$ cat src/rtl/alu_pkg.sv
// alu_pkg: shared ALU opcodes, widths and the arbiter FSM state type.
// Imported by alu, rr_picker users and alu_arbiter.
package alu_pkg;
  localparam int ALU_DATA_W = 16;
  localparam int ALU_CTRL_W = 4;
  localparam logic [ALU_CTRL_W-1:0] ALU_ADD    = 4'h0;
  localparam logic [ALU_CTRL_W-1:0] ALU_SUB    = 4'h1;
  localparam logic [ALU_CTRL_W-1:0] ALU_AND    = 4'h2;
  localparam logic [ALU_CTRL_W-1:0] ALU_XOR    = 4'h3;
  localparam logic [ALU_CTRL_W-1:0] ALU_SHL    = 4'h4;
  localparam logic [ALU_CTRL_W-1:0] ALU_SHR    = 4'h5;
  localparam logic [ALU_CTRL_W-1:0] ALU_OP_MAX = 4'h5;
  typedef enum logic [1:0] {IDLE, EXEC, RESP} arb_state_t;
endpackage

$ cat src/rtl/alu.sv
// alu: 16-bit combinational ALU.
// Ports: op1, op2 operands; ctrl opcode; result (0 for illegal opcodes).
module alu
  import alu_pkg::*;
(
  input  logic [ALU_DATA_W-1:0] op1,
  input  logic [ALU_DATA_W-1:0] op2,
  input  logic [ALU_CTRL_W-1:0] ctrl,
  output logic [ALU_DATA_W-1:0] result
);
  // Any shift amount of 16 or more clears the operand.
  logic big;
  assign big = |op2[ALU_DATA_W-1:4];
  always_comb begin
    result = '0;
    case (ctrl)
      ALU_ADD: result = op1 + op2;
      ALU_SUB: result = op1 - op2;
      ALU_AND: result = op1 & op2;
      ALU_XOR: result = op1 ^ op2;
      ALU_SHL: result = big ? '0 : op1 << op2[3:0];
      ALU_SHR: result = big ? '0 : op1 >> op2[3:0];
      default: result = '0;
    endcase
  end
endmodule

$ cat src/rtl/alu_arbiter_rr_picker.sv
// rr_picker: combinational round-robin one-hot select.
// Ports: req request vector; ptr last granted index; gnt one-hot grant; idx grant index.
module rr_picker #(
  parameter int N = 4,
  parameter int W = (N > 1) ? $clog2(N) : 1
) (
  input  logic [N-1:0] req,
  input  logic [W-1:0] ptr,
  output logic [N-1:0] gnt,
  output logic [W-1:0] idx
);
  logic [W-1:0] j;
  logic hit;
  // Search starts one past the pointer so the last winner is considered last.
  always_comb begin
    gnt = '0;
    idx = '0;
    hit = 1'b0;
    j = '0;
    for (int k = 1; k <= N; k++) begin
      j = W'((int'(ptr) + k) % N);
      if (!hit && req[j]) begin
        hit = 1'b1;
        gnt[j] = 1'b1;
        idx = j;
      end
    end
  end
endmodule

$ cat src/rtl/alu_arbiter.sv
// alu_arbiter: round-robin sharing of one ALU between NUM_REQ requesters.
// Ports: clk, rst_n (async active-low); req_valid/req_ready/req_op1/req_op2/req_ctrl
// request channel per requester; rsp_valid/rsp_ready per requester with shared
// rsp_result/rsp_err; busy while an operation is in flight.
module alu_arbiter
  import alu_pkg::*;
#(
  parameter int NUM_REQ = 4,
  parameter int DATA_W  = ALU_DATA_W,
  parameter int CTRL_W  = ALU_CTRL_W
) (
  input  logic                       clk,
  input  logic                       rst_n,
  input  logic [NUM_REQ-1:0]         req_valid,
  output logic [NUM_REQ-1:0]         req_ready,
  input  logic [NUM_REQ*DATA_W-1:0]  req_op1,
  input  logic [NUM_REQ*DATA_W-1:0]  req_op2,
  input  logic [NUM_REQ*CTRL_W-1:0]  req_ctrl,
  output logic [NUM_REQ-1:0]         rsp_valid,
  input  logic [NUM_REQ-1:0]         rsp_ready,
  output logic [DATA_W-1:0]          rsp_result,
  output logic                       rsp_err,
  output logic                       busy
);
  localparam int IW = (NUM_REQ > 1) ? $clog2(NUM_REQ) : 1;
  arb_state_t state, next;
  logic [IW-1:0] owner, last, pick;
  logic [NUM_REQ-1:0] gnt;
  logic [DATA_W-1:0] op1_q, op2_q, res_q, alu_res;
  logic [CTRL_W-1:0] ctrl_q;
  logic err_q;
  rr_picker #(.N(NUM_REQ), .W(IW)) u_pick (
    .req (req_valid),
    .ptr (last),
    .gnt (gnt),
    .idx (pick)
  );
  alu u_alu (
    .op1    (op1_q),
    .op2    (op2_q),
    .ctrl   (ctrl_q),
    .result (alu_res)
  );
  always_ff @(posedge clk or negedge rst_n) begin
    if (!rst_n) state <= IDLE;
    else        state <= next;
  end
  always_comb begin
    next = state;
    req_ready = '0;
    rsp_valid = '0;
    case (state)
      IDLE: begin
        req_ready = gnt;
        if (|req_valid) next = EXEC;
      end
      EXEC: next = RESP;
      RESP: begin
        rsp_valid[owner] = 1'b1;
        if (rsp_ready[owner]) next = IDLE;
      end
      default: next = IDLE;
    endcase
  end
  always_ff @(posedge clk or negedge rst_n) begin
    if (!rst_n) begin
      op1_q  <= '0;
      op2_q  <= '0;
      ctrl_q <= '0;
      res_q  <= '0;
      err_q  <= 1'b0;
      owner  <= '0;
      last   <= IW'(NUM_REQ - 1);
    end else if (state == IDLE && |req_valid) begin
      op1_q  <= req_op1[pick*DATA_W +: DATA_W];
      op2_q  <= req_op2[pick*DATA_W +: DATA_W];
      ctrl_q <= req_ctrl[pick*CTRL_W +: CTRL_W];
      owner  <= pick;
      last   <= pick;
    end else if (state == EXEC) begin
      res_q <= alu_res;
      err_q <= ctrl_q > ALU_OP_MAX;
    end
  end
  assign busy       = state != IDLE;
  assign rsp_result = res_q;
  assign rsp_err    = err_q;
endmodule

$ cat config.mk
export PLATFORM = sky130hd
export DESIGN_NAME = alu_arbiter
export DESIGN_NICKNAME = d
export VERILOG_FILES = /design/src/rtl/alu_pkg.sv /design/src/rtl/alu.sv /design/src/rtl/alu_arbiter_rr_picker.sv /design/src/rtl/alu_arbiter.sv
export SDC_FILE = /design/constraint.sdc
export NUM_CORES = 1
export LEC_CHECK = 0
export CAP_MARGIN = 20
export CORE_MARGIN = 2
export CORE_UTILIZATION = 30
export CTS_CLUSTER_SIZE = 20
export DETAILED_ROUTE_END_ITERATION = 8
export PLACE_DENSITY = 0.57
export SLEW_MARGIN = 10
export SYNTH_ARGS = -nofsm -noshare
export SYNTH_HDL_FRONTEND = slang
export SYNTH_SLANG_ARGS = --single-unit
$ cat constraint.sdc
create_clock -name clk -period 11.1 [get_ports clk]
set_input_delay 1.665 -clock clk [delete_from_list [all_inputs] [get_ports clk]]
set_output_delay 1.665 -clock clk [all_outputs]
set_load 0.005 [all_outputs]
Word level (Yosys, flattened, before mapping)
Index checks and enable logic that the tools add are counted.
Storage, ports and cells
  output and inout port bits: 26
  flip-flop bits (word level): 59
  bits of input ports: 154
  word-level logic and storage cells: 103
Operators by class
  mux-type cells: 39
  shifts and indexed selects: 5
  $lt $le $gt $ge: 11
  equality and inequality tests: 9
  bitwise gates (word level): 6
  add/sub/neg operators: 6
  reduce and logical (&&, ||, !) cells: 19
Operator list (number)
  64-bit by 7-bit variable part select with 16-bit output: 2
  16-bit one-hot mux with 6 select lines: 1
  16-bit 2-to-1 mux: 2
  4-bit 2-to-1 mux: 6
  16-bit adder: 1
  16-bit bitwise AND: 1
  16-bit by 5-bit variable part select with 4-bit output: 1
  16-bit by 4-bit left shift with 16-bit output: 1
  16-bit by 4-bit right shift with 16-bit output: 1
  16-bit subtractor: 1
  16-bit XOR: 1
  2-bit by 3-bit less-than comparator with 1-bit output, second input constant: 5
  1-bit 2-to-1 mux: 13
  2-bit 2-to-1 mux: 6
  4-bit bitwise OR: 3
  12-bit OR reduction: 1
  1-bit binary-select mux with 2-bit select: 5
  1-bit demux with 2-bit select: 5
  2-bit by 1-bit greater-or-equal comparator with 1-bit output, second input constant: 5
  1-bit logical AND: 9
  4-bit by 2-bit == test with 1-bit output, second input constant: 2
  4-bit by 3-bit == test with 1-bit output, second input constant: 2
  2-bit one-hot mux with 3 select lines: 1
  2-bit by 1-bit adder with 2-bit output, second input constant: 2
  14 further kinds: 18

Longest topological paths before layout
Gate-level depths: netlist (run 1).
  depth after elaboration: 14
  gate-level depth with buffers: 17
  mapped depth without buffers: 14

By module
Synthesis (run 1) repeated with hierarchy kept, for this count alone.
Unflattened totals
  cells, all modules: 606
  area total of the unflattened synthesis: 6703.9 um^2
Modules (own cells, without submodules)
  alu_arbiter: instances 1, cells an instance 184, area an instance 3174.3 um^2, seq. area each 1478.9 um^2
  alu: instances 1, cells an instance 363, area an instance 3039.2 um^2, seq. area each 0.0 um^2
  rr_picker: instances 1, cells an instance 59, area an instance 490.5 um^2, seq. area each 0.0 um^2

Worst setup path after synthesis (run 1)
No wires, ideal clock.
  kind: input port to output port
  start: input port req_valid[2]
  end: output port req_ready[0]
  path slack: 6.338 ns
  cell stages on the path: 9
  arrival: 3.097 ns
  data required time: 9.435 ns
  buffers on the path: 2
  cell sequence: clkbuf_1 -> mux2_1 -> mux2_2 -> nor2_1 -> buf_2 -> a22oi_1 -> nor2_1 -> a221oi_1 -> nor2_1
On the way
  cells in the longest elaborated chain, start to end: 13
  elaborated cells on any way between the ends: 25
  classes of those cells: mux (16); bitwise (3); reduce/logical (6)
RTL lines
  from (decl): line alu_arbiter.sv:14  | input logic [NUM_REQ-1:0] req_valid,
  1-bit binary-select mux with 2-bit select: line alu_arbiter_rr_picker.sv:22  | if (!hit && req[j]) begin
  1-bit 2-to-1 mux (not written as such): line alu_arbiter_rr_picker.sv:22
  1-bit 2-to-1 mux: line alu_arbiter_rr_picker.sv:22
  1-bit logical NOT: line alu_arbiter_rr_picker.sv:22
  1-bit logical AND: line alu_arbiter_rr_picker.sv:22
  1-bit 2-to-1 mux: line alu_arbiter_rr_picker.sv:22
  1-bit logical NOT: line alu_arbiter_rr_picker.sv:22
  1-bit logical AND: line alu_arbiter_rr_picker.sv:22
  1-bit 2-to-1 mux: line alu_arbiter_rr_picker.sv:22
  1-bit logical NOT: line alu_arbiter_rr_picker.sv:22
  1-bit logical AND: line alu_arbiter_rr_picker.sv:22
  4-bit 2-to-1 mux *: line alu_arbiter_rr_picker.sv:22
  4-bit 2-to-1 mux *: line alu_arbiter.sv:52  | case (state)
  to (decl): line alu_arbiter.sv:15  | output logic [NUM_REQ-1:0] req_ready,
Every way passes the cells marked *; elsewhere a longest branch is shown, timed or not. The select of a mux whose other input is x is not followed.

Worst setup path after layout (run 1)
  start: input port req_valid[3]
  end: output port req_ready[0]
The elaborated chain is that of the path after synthesis.

==> impl_metrics.env, run 1 <==
export IMPL_status="completed"
export IMPL_die_area_sq_mm=0.02536
export IMPL_crit_fanout=40
export IMPL_ys_top_cells_by_area="dfrtp_1 20%, nand2_1 7.4%, ha_1 7.1%, a21oi_1 5.7%, mux4_2 4.7%"
export IMPL_dp_cells=1365
export IMPL_cp_start_kind="input pin"
export IMPL_holdBufCountCts=0
export IMPL_antenna_found_initial=1
export IMPL_drt_wl_total_mm=27.91
export IMPL_rsz0062_at_grt="no"
export IMPL_grt_max_degree=60
export IMPL_crit_type="in -> out"
export IMPL_synth_avg_cell_area_sq_um=7.783
export IMPL_post_route_period_util=0.5365
export IMPL_setup_violations=0
export IMPL_regToRegEndpoint="rsp_result[10]"
export IMPL_yosysWarnings=0
export IMPL_post_synth_top_count_cell="nand2_1"
export IMPL_die_h_microns=159.3
export IMPL_tightest_slew_ns=0.9249
export IMPL_setup_tns_ns=0
export IMPL_drtIter0Drc=912
export IMPL_irDropWorstVdd_uv=234.6
export IMPL_synth_top_cells_by_count="142 x nand2_1, 82 x a21oi_1, 65 x nor2_1, 57 x dfrtp_1, 48 x o21ai_0"
export IMPL_pin_count=180
export IMPL_place_ws_ns=5.172
export IMPL_fp_coreArea_sq_mm=0.02354
export IMPL_place_area_sq_mm=0.009213
export IMPL_cts_made_buffers=9
export IMPL_layout_cells_non_filler=1381
export IMPL_num_antenna_cells=0
export IMPL_fin_skew_ns=0.008313
export IMPL_ys_types=73
export IMPL_ys_seq_elements=59
export IMPL_die_x_microns=159.3
export IMPL_drive_gt1_frac=0.09134
export IMPL_min_delay_start="rsp_result[7]"
export IMPL_grt_pass1_vias=7774
export IMPL_synthesis_instances=929
export IMPL_cts_buffer_depth=2
export IMPL_final_antenna_net_count=0
export IMPL_start_util=0.3071
export IMPL_finalMaxSlewViolations=0
export IMPL_crit_required_ns=9.44
export IMPL_numClockSinks=59
export IMPL_cts_post_setup_buffers_inserted=0
export IMPL_maxCapViolCount=0
export IMPL_cts_resized_gates=0
export IMPL_critPathTopFamily="buffers and inverters"
export IMPL_hold_end="rsp_result[7]"
export IMPL_routabilityCongestion=0.8919
export IMPL_cts_tree="built"
export IMPL_total_power_mw=3.227
export IMPL_async_flop_share=1.000
export IMPL_max_slew_margin_rel=0.3818
export IMPL_leakagePower_nw=3.666
export IMPL_grt_pass1_wl_mm=44.15
export IMPL_reg2reg_from="op2_q[1]"
export IMPL_wl_per_cell_microns=20.21
export IMPL_cp_buffers_inverters=3
export IMPL_hold_viol_final=0
export IMPL_whs_path_depth=2
export IMPL_yosysSeqAreaShare=0.2045
export IMPL_rrSetupSlack_ns=6.96
export IMPL_fin_crit_ns=5.956
export IMPL_num_rows=56
export IMPL_viasPerCell=5.830
export IMPL_holdCritPathClass="reg -> reg"
export IMPL_timing_fmax_mhz=167.9
export IMPL_power_density_mw_per_mm2=339.3
export IMPL_path_cells="clkdlybuf4s50_1 -> mux2i_4 -> buf_4 -> mux2i_4 -> nor2_2 -> and3_1 -> a221oi_1 -> nor2_1 -> clkdlybuf4s50_1"
export IMPL_clockRootBuffer="clkbuf_16"
export IMPL_synthesis_area_sq_mm=0.007231
export IMPL_io_buffers=179
export IMPL_grt_total_usage=0.2167
export IMPL_critPathMaxStageDelay_ns=0.60
export IMPL_startpoint="req_valid[3]"
export IMPL_route_detailed_drc=0
export IMPL_htreeDepth=3
export IMPL_r2r_cells=13
export IMPL_final_nets=1253
export IMPL_syn_to_final_growth_pct=31.55
export IMPL_syn_nets=1125
export IMPL_grt_overflow=0
export IMPL_clkLatencyLatePin_ns=0.34
export IMPL_drt_pass1_iterations=5
export IMPL_worst_slack_ns=5.145
export IMPL_yosysTopAreaCell="dfrtp_1"
export IMPL_stdcell_area_sq_mm=0.009512
export IMPL_synth_top_area_frac=0.1973
export IMPL_cp_arrival_ns=4.29
export IMPL_end_kind="output port"
export IMPL_crit_slowest_cell="clkdlybuf4s50_1"
export IMPL_synth_ff_type="dfrtp_1"
export IMPL_cts_reportedPaths_clkPinSlew_ns=0.05
export IMPL_synth_edf_count=0
export IMPL_hpwl_mm=20.75
export IMPL_vias=8051
-- final cells by class --
type	instances	area [sq um]
Sequential cell	59	1479
Multi-Input combinational cell	769	5330
Fill cell	2432	14030
Clock buffer	14	264.0
Tap cell	319	399.1
Timing Repair Buffer	198	1929
Inverter	20	75.07
Clock inverter	2	35.03
-- how the worst max path moves through the flow --
stage / endpoint / cells past startpoint
after floorplan: req_ready[0] / 9
after global placement: req_ready[0] / 9
after detailed placement: req_ready[0] / 9
after CTS: req_ready[0] / 9
after global routing: req_ready[0] / 9
final: req_ready[0] / 9
-- worst register-to-register path: cells and delay by family (launching register included) --
family	cells	cell delay, ns
compound gates	5	1.57
fa+ha+maj	2	0.64
xor+xnor	2	0.25
buf+inv	1	0.59
simple gates	3	0.59
flops	1	0.37
-- metrics by stage --
step / util / hold slack (ns)
after detailed placement: 0.3913 / 0.4706
after global placement: 0.3913 / 0.4556
after floorplan: - / 0.4628
final: 0.4040 / 0.4710
after global routing: 0.4040 / 0.5196
after CTS: 0.4040 / 0.4821
-- cell families after synthesis --
| family | count (synthesis) | share of synthesized area |
|---|---|---|
| and+or+nand+nor | 311 | 0.1967 |
| AOI/OAI and AO/OA | 327 | 0.3115 |
| buffers and inverters | 101 | 0.06368 |
| adders and majority gates | 42 | 0.07372 |
| DFF | 59 | 0.2045 |
| xor gates and xnor gates | 26 | 0.03149 |
| muxes | 63 | 0.1184 |
-- state kept, by name, indices dropped and copies added (netlist names) --
| name | flops |
|---|---|
| ctrl_q | 4 |
| state | 2 |
| op2_q | 16 |
| op1_q | 16 |
| rsp_err | 1 |
| rsp_result | 16 |
| last | 2 |
| owner | 2 |
-- where the power goes --
group / internal, mW / switching, mW / total [mW]
clock: 0.186 / 0.104 / 0.290
sequential: 0.321 / 0.206 / 0.527
combinational: 1.01 / 1.40 / 2.41
total: 1.52 / 1.71 / 3.23
-- per-layer routing --
layer	part of all wire	routed length, microns	global-route usage
met1	0.45	12640	0.3122
met2	0.45	12470	0.3330
met3	0.082	2276	0.04194
met4	0.018	501	0.05289
met5	0.00047	13	0
-- cell usage in the layout, fill, tap and decap left out, types with 6 or more instances in the layout --
cell             Yosys  layout
clkdlybuf4s50_1      0     178
nand2_1            142     142
a21oi_1             82      81
nor2_1              65      63
dfrtp_1             57      57
o21ai_0             48      48
nand3_1             44      44
ha_1                41      41
a22o_1              35      35
a31oi_1             33      33
o32ai_1             32      32
mux2i_1             27      26
xnor2_1             20      20
buf_4                3      19
inv_1               18      18
mux2_2              18      18
mux4_2              15      15
nor3_1              12      12
a221oi_1            13      12
a22oi_1              9       9
clkbuf_16            0       9
nand2b_1             8       8
o21ai_1              8       8
a21o_1               7       7
xor2_1               6       6
o211ai_1             6       6
a221o_1              6       6
(Power assumes the default switching activity.)
==> inputs of run 2 (changes only) <==
==> constraint.sdc (replaced) <==
create_clock -name clk -period 5.6 [get_ports clk]
set_input_delay 0.84 -clock clk [delete_from_list [all_inputs] [get_ports clk]]
set_output_delay 0.84 -clock clk [all_outputs]
set_load 0.005 [all_outputs]
==> run 2 against run 1 <==
Setup slack got worse by 4.1 ns. Flip-flop and latch count unchanged. Wire length increased by 2.1%. Register-to-register slack got worse by 5.4 ns. Via count decreased by 1.7%. Final cell count increased by 0.29%. Worst hold slack got worse by 0.0021 ns. Total power increased by 100%. Non-clock buffer count increased by 4. Sequential power increased by 110%. Utilization increased by 0.16 points. First-iteration DRC count decreased by 22%. Critical endpoint unchanged. Largest cell class unchanged.
==> impl_metrics.env, run 2 (synthesis gave the netlist of run 1 again) <==
export IMPL_status="completed"
export IMPL_timing_fmax_mhz=220.2
export IMPL_crit_slowest_cell="dfstp_2"
export IMPL_numClockSinks=59
export IMPL_wl_per_cell_microns=20.58
export IMPL_htreeDepth=3
export IMPL_io_buffers=179
export IMPL_regArea_sq_mm=0.001479
export IMPL_num_antenna_cells=0
export IMPL_end_kind="output port"
export IMPL_cts_post_setup_buffers_inserted=0
export IMPL_dp_cells=1369
export IMPL_viasPerCell=5.715
export IMPL_cp_start_kind="flip-flop"
export IMPL_setup_violations=0
export IMPL_syn_to_final_growth_pct=32.08
export IMPL_fillerInstances=2473
export IMPL_irDropWorstVdd_uv=322.6
export IMPL_drtIter0Drc=709
export IMPL_rrSetupSlack_ns=1.52
export IMPL_post_route_period_util=0.8110
export IMPL_multi_input_area_sq_mm=0.005330
export IMPL_leakagePower_nw=3.689
export IMPL_vias=7915
export IMPL_clockRootBuffer="clkbuf_16"
export IMPL_hold_viol_final=0
export IMPL_grt_overflow=0
export IMPL_swShare=0.5305
export IMPL_dr_wl_met2_mm=12.57
export IMPL_cts_resized_gates=0
export IMPL_critPathTopFamily="multiplexers"
export IMPL_clkLatencyLatePin_ns=0.35
export IMPL_crit_fanout=15
export IMPL_grt_pass1_vias=7699
export IMPL_antenna_found_initial=0
export IMPL_fp_coreArea_sq_mm=0.02354
export IMPL_routabilityCongestion=0.8769
export IMPL_pwr_share_comb=0.737
export IMPL_crit_required_ns=4.76
export IMPL_die_area_sq_mm=0.02536
export IMPL_cts_buffer_depth=2
export IMPL_drive_gt1_frac=0.09568
export IMPL_critPathMaxStageDelay_ns=0.70
export IMPL_pin_count=180
export IMPL_die_x_microns=159.3
export IMPL_grt_pass1_wl_mm=44.44
export IMPL_tightest_slew_ns=1.091
export IMPL_drt_pass1_iterations=5
export IMPL_rsz0062_at_grt="no"
export IMPL_route_met3_wl_mm=2.056
export IMPL_top_layer="met4"
export IMPL_cts_tree="built"
export IMPL_die_h_microns=159.3
export IMPL_route_detailed_drc=0
export IMPL_clockPowerShare=0.095
export IMPL_grt_max_degree=60
export IMPL_internal_power_mw=3.048
export IMPL_holdBufCountCts=0
export IMPL_wl_met1_mm=13.21
export IMPL_num_rows=56
export IMPL_cp_arrival_ns=3.70
export IMPL_path_cells="inv_1 -> ha_1 -> mux2i_1 -> mux2i_4 -> nor2_2 -> and3_1 -> a221oi_1 -> nor2_1 -> clkdlybuf4s50_1"
export IMPL_hpwl_mm=21.13
export IMPL_finalMaxSlewViolations=0
export IMPL_power_frac_seq=0.168
export IMPL_cts_reportedPaths_clkPinSlew_ns=0.06
export IMPL_final_antenna_net_count=0
export IMPL_final_cell_mix="178 x clkdlybuf4s50_1, 142 x nand2_1, 81 x a21oi_1"
export IMPL_final_nets=1257
export IMPL_crit_type="reg -> out"
export IMPL_holdCritPathClass="reg -> reg"
export IMPL_max_slew_margin_rel=0.2729
export IMPL_power_net_switching_mw=3.444
export IMPL_cp_buffers_inverters=2
export IMPL_maxCapViolCount=0
export IMPL_setup_tns_ns=0
export IMPL_power_density_mw_per_mm2=679.8
export IMPL_layout_commonest_cell="clkdlybuf4s50_1"
export IMPL_start_util=0.3071
export IMPL_grt_total_usage=0.2200
export IMPL_fin_crit_ns=4.542
export IMPL_drt_wl_total_mm=28.50
export IMPL_cts_made_buffers=9
export IMPL_layout_cells_non_filler=1385
export IMPL_fin_skew_ns=0.006949
[run 2: changes by cell type in the layout (fill, tap and decap cells not counted)]
cell and change:
clkinv_2 +1, buf_4 +3, clkbuf_1 -1, clkinvlp_4 +1, clkbuf_8 -2, bufinv_16 +1, buf_2 +1
[run 2: routing by layer]
| layer | track usage | vias up |
|---|---|---|
| met5 | 0 | - |
| met4 | 0.06818 | 0 |
| met3 | 0.04663 | 43 |
| met2 | 0.3346 | 339 |
| met1 | 0.3115 | 3758 |
| li1 | - | 3775 |
[run 2: cell type report]
| class | count | area share |
|---|---|---|
| multi-input combinational | 769 | 0.5581 |
| timing repair buffer | 202 | 0.2049 |
| sequential | 59 | 0.1549 |
| tap | 319 | 0.04179 |
| clock buffer | 11 | 0.02437 |
| clock inverter | 5 | 0.008123 |
| inverter | 20 | 0.007861 |
[run 2: path summary, 6_finish.rpt]
kind / end / depth (start not counted) / start
worst max-delay path: req_ready[0] / 9 / last[1]
worst min-delay path: rsp_result[7] / 2 / rsp_result[7]
worst max register to register: op2_q[9] / 10 / last[1]
worst min register to register: rsp_result[7] / 2 / rsp_result[7]
max in group asynchronous: ctrl_q[2] / 2 / rst_n
min in group asynchronous: rsp_result[3] / 2 / rst_n
[run 2: power groups by stage]
stage          combinational (mW)  clock (mW)  sequential, mW
2_1_floorplan                3.56           0           0.850
3_3_place_gp                 4.68           0            1.09
3_5_place_dp                 4.70           0            1.09
4_1_cts                      4.73       0.619            1.08
5_1_grt                      5.25       0.640            1.13
6_report                     4.79       0.615            1.09
[run 2: worst register-to-register path, cell delays in order (launching register included)]
cell	delay (ns)
dfstp_2	0.70
inv_1	0.17
ha_1	0.56
mux2i_4	0.34
buf_4	0.43
a31o_2	0.34
inv_1	0.08
nand2_1	0.75
buf_4	0.34
o32ai_1	0.12
a31oi_1	0.17
[run 2: per-stage QoR]
stage / utilization / power (mW) / setup slack (ns) / hold WS, ns / cell area, sq um
final: 0.4057 / 6.492 / 1.058 / 0.4689 / 9550
after global routing: 0.4057 / 7.010 / 0.8230 / 0.5096 / 9550
after CTS: 0.4057 / 6.428 / 1.023 / 0.4723 / 9550
after detailed placement: 0.3925 / 5.791 / 1.415 / 0.4604 / 9240
after global placement: 0.3923 / 5.770 / 1.442 / 0.4540 / 9235
after floorplan: - / 4.414 / 2.004 / 0.4628 / 7231
==> inputs of run 3 (changes only) <==
==> constraint.sdc (replaced) <==
create_clock -name clk -period 4.25 [get_ports clk]
set_input_delay 0.6375 -clock clk [delete_from_list [all_inputs] [get_ports clk]]
set_output_delay 0.6375 -clock clk [all_outputs]
set_load 0.005 [all_outputs]
==> run 3 against run 2 <==
Global-route usage increased by 0.062 points. Wire length decreased by 0.78%. Flip-flop and latch count unchanged. Critical path depth unchanged. Sequential share of layout area decreased by 0.073 points. Utilization increased by 0.19 points. Via count increased by 0.51%. Final area increased by 0.47%. Count of clock-buffer cells in the layout increased by 2. Clock power increased by 14%. Largest power group unchanged.
==> impl_metrics.env, run 3 (synthesis gave the netlist of run 1 again) <==
export IMPL_status="completed"
export IMPL_numClockSinks=59
export IMPL_die_h_microns=159.3
export IMPL_cts_resized_gates=0
export IMPL_final_nets=1265
export IMPL_fp_coreArea_sq_mm=0.02354
export IMPL_layout_cells_non_filler=1392
export IMPL_fin_skew_ns=0.01177
export IMPL_power_net_switching_mw=4.511
export IMPL_power_density_mw_per_mm2=888.4
export IMPL_holdBufCountCts=0
export IMPL_num_antenna_cells=0
export IMPL_die_x_microns=159.3
export IMPL_clkLatencyLatePin_ns=0.35
export IMPL_route_detailed_drc=0
export IMPL_drive_gt1_frac=0.1025
export IMPL_cp_arrival_ns=3.39
export IMPL_setup_tns_ns=0
export IMPL_final_antenna_net_count=0
export IMPL_end_kind="output port"
export IMPL_internal_power_mw=4.014
export IMPL_antenna_found_initial=0
export IMPL_cts_buffer_depth=2
export IMPL_grt_total_usage=0.2207
export IMPL_crit_required_ns=3.61
export IMPL_io_buffers=179
export IMPL_swShare=0.5291
export IMPL_cts_post_setup_buffers_inserted=0
export IMPL_grt_max_degree=53
export IMPL_place_ws_ns=0.5175
export IMPL_pwr_share_comb=0.764
export IMPL_finalMaxSlewViolations=0
export IMPL_power_frac_seq=0.153
export IMPL_cts_reportedPaths_clkPinSlew_ns=0.06
export IMPL_pin_count=180
export IMPL_viasPerCell=5.715
export IMPL_grt_pass1_vias=7926
export IMPL_setup_violations=0
export IMPL_crit_fanout=9
export IMPL_drt_wl_total_mm=28.28
export IMPL_vias=7955
export IMPL_grt_overflow=0
export IMPL_cp_start_kind="flip-flop"
export IMPL_tightest_slew_ns=0.8903
export IMPL_hpwl_mm=21.18
export IMPL_rsz0062_at_grt="no"
export IMPL_irDropWorstVdd_uv=497.6
export IMPL_cts_tree="built"
export IMPL_startpoint="last[0]"
export IMPL_maxCapViolCount=0
export IMPL_timing_fmax_mhz=248.4
export IMPL_syn_to_final_growth_pct=32.70
export IMPL_cts_made_buffers=9
export IMPL_final_cell_mix="178 x clkdlybuf4s50_1, 142 x nand2_1, 81 x a21oi_1"
export IMPL_worst_slack_ns=0.2235
export IMPL_layout_commonest_cell="clkdlybuf4s50_1"
export IMPL_total_power_mw=8.525
export IMPL_r2r_cells=11
export IMPL_post_route_period_util=0.9474
export IMPL_wl_per_cell_microns=20.31
export IMPL_drtIter0Drc=786
export IMPL_place_area_sq_mm=0.009315
export IMPL_clockRootBuffer="clkbuf_16"
export IMPL_stdcell_area_sq_mm=0.009595
export IMPL_die_area_sq_mm=0.02536
export IMPL_routabilityCongestion=0.9107
export IMPL_holdCritPathClass="in -> async"
export IMPL_drt_pass1_iterations=7
export IMPL_start_util=0.3071
export IMPL_post_route_util=0.4076
export IMPL_fin_crit_ns=4.027
export IMPL_reg2reg_from="ctrl_q[1]"
export IMPL_max_slew_margin_rel=0.4065
export IMPL_htreeDepth=3
export IMPL_grt_pass1_wl_mm=44.78
export IMPL_dp_cells=1377
export IMPL_num_rows=56
export IMPL_hold_viol_final=0
export IMPL_leakagePower_nw=3.723
export IMPL_hold_slack_ns=0.3837
export IMPL_clockPowerShare=0.083
export IMPL_crit_type="reg -> out"
==> run 3: changes by cell type in the layout (fill, tap and decap cells not counted) <==
| cell | previous run | this run |
|---|---|---|
| clkinvlp_4 | 1 | 0 |
| clkbuf_8 | 0 | 3 |
| bufinv_16 | 2 | 0 |
| buf_4 | 22 | 30 |
| clkbuf_1 | 2 | 1 |
| buf_12 | 0 | 1 |
| buf_2 | 2 | 1 |
==> run 3: path summary, 6_finish.rpt <==
check	to	slack, ns
setup reg to reg	rsp_result[10]	0.70
hold / removal	rsp_result[0]	0.38
setup / recovery	req_ready[2]	0.22
hold reg to reg	rsp_result[7]	0.47
max in group asynchronous	op2_q[4]	3.00
min in group clk	rsp_result[7]	0.47
==> run 3: layout make-up <==
type | count | area [sq um]
sequential | 59 | 1479
inverter | 20 | 75.07
multi-input combinational | 769 | 5330
fill | 2426 | 13950
clock inverter | 2 | 10.01
clock buffer | 13 | 270.3
timing repair buffer | 210 | 2032
tap | 319 | 399.1
==> run 3: metal layers <==
layer | part of all wire | up-vias | track usage
met5 | 0 | - | 0
met4 | 0.017 | 0 | 0.06074
met3 | 0.077 | 33 | 0.04506
met2 | 0.45 | 358 | 0.3480
met1 | 0.46 | 3772 | 0.3063
li1 | - | 3792 | -
==> run 3: critical path, cell delays in order, from the launching register on <==
cell and delay (ns):
dfstp_2 0.53, inv_2 0.09, ha_1 0.55, mux2i_1 0.50, mux2i_4 0.20, nor2_2 0.18
and3_1 0.24, a221oi_1 0.10, nor2_1 0.12, clkdlybuf4s50_1 0.51
==> run 3: power groups by stage <==
| stage | Combinational [mW] | Sequential, mW | Clock (mW) |
|---|---|---|---|
| 2_1_floorplan | 4.70 | 1.12 | 0 |
| 3_5_place_dp | 6.40 | 1.31 | 0 |
| 4_1_cts | 6.43 | 1.31 | 0.716 |
| 5_1_grt | 7.16 | 1.35 | 0.739 |
| 3_3_place_gp | 6.40 | 1.30 | 0 |
| 6_report | 6.51 | 1.31 | 0.704 |
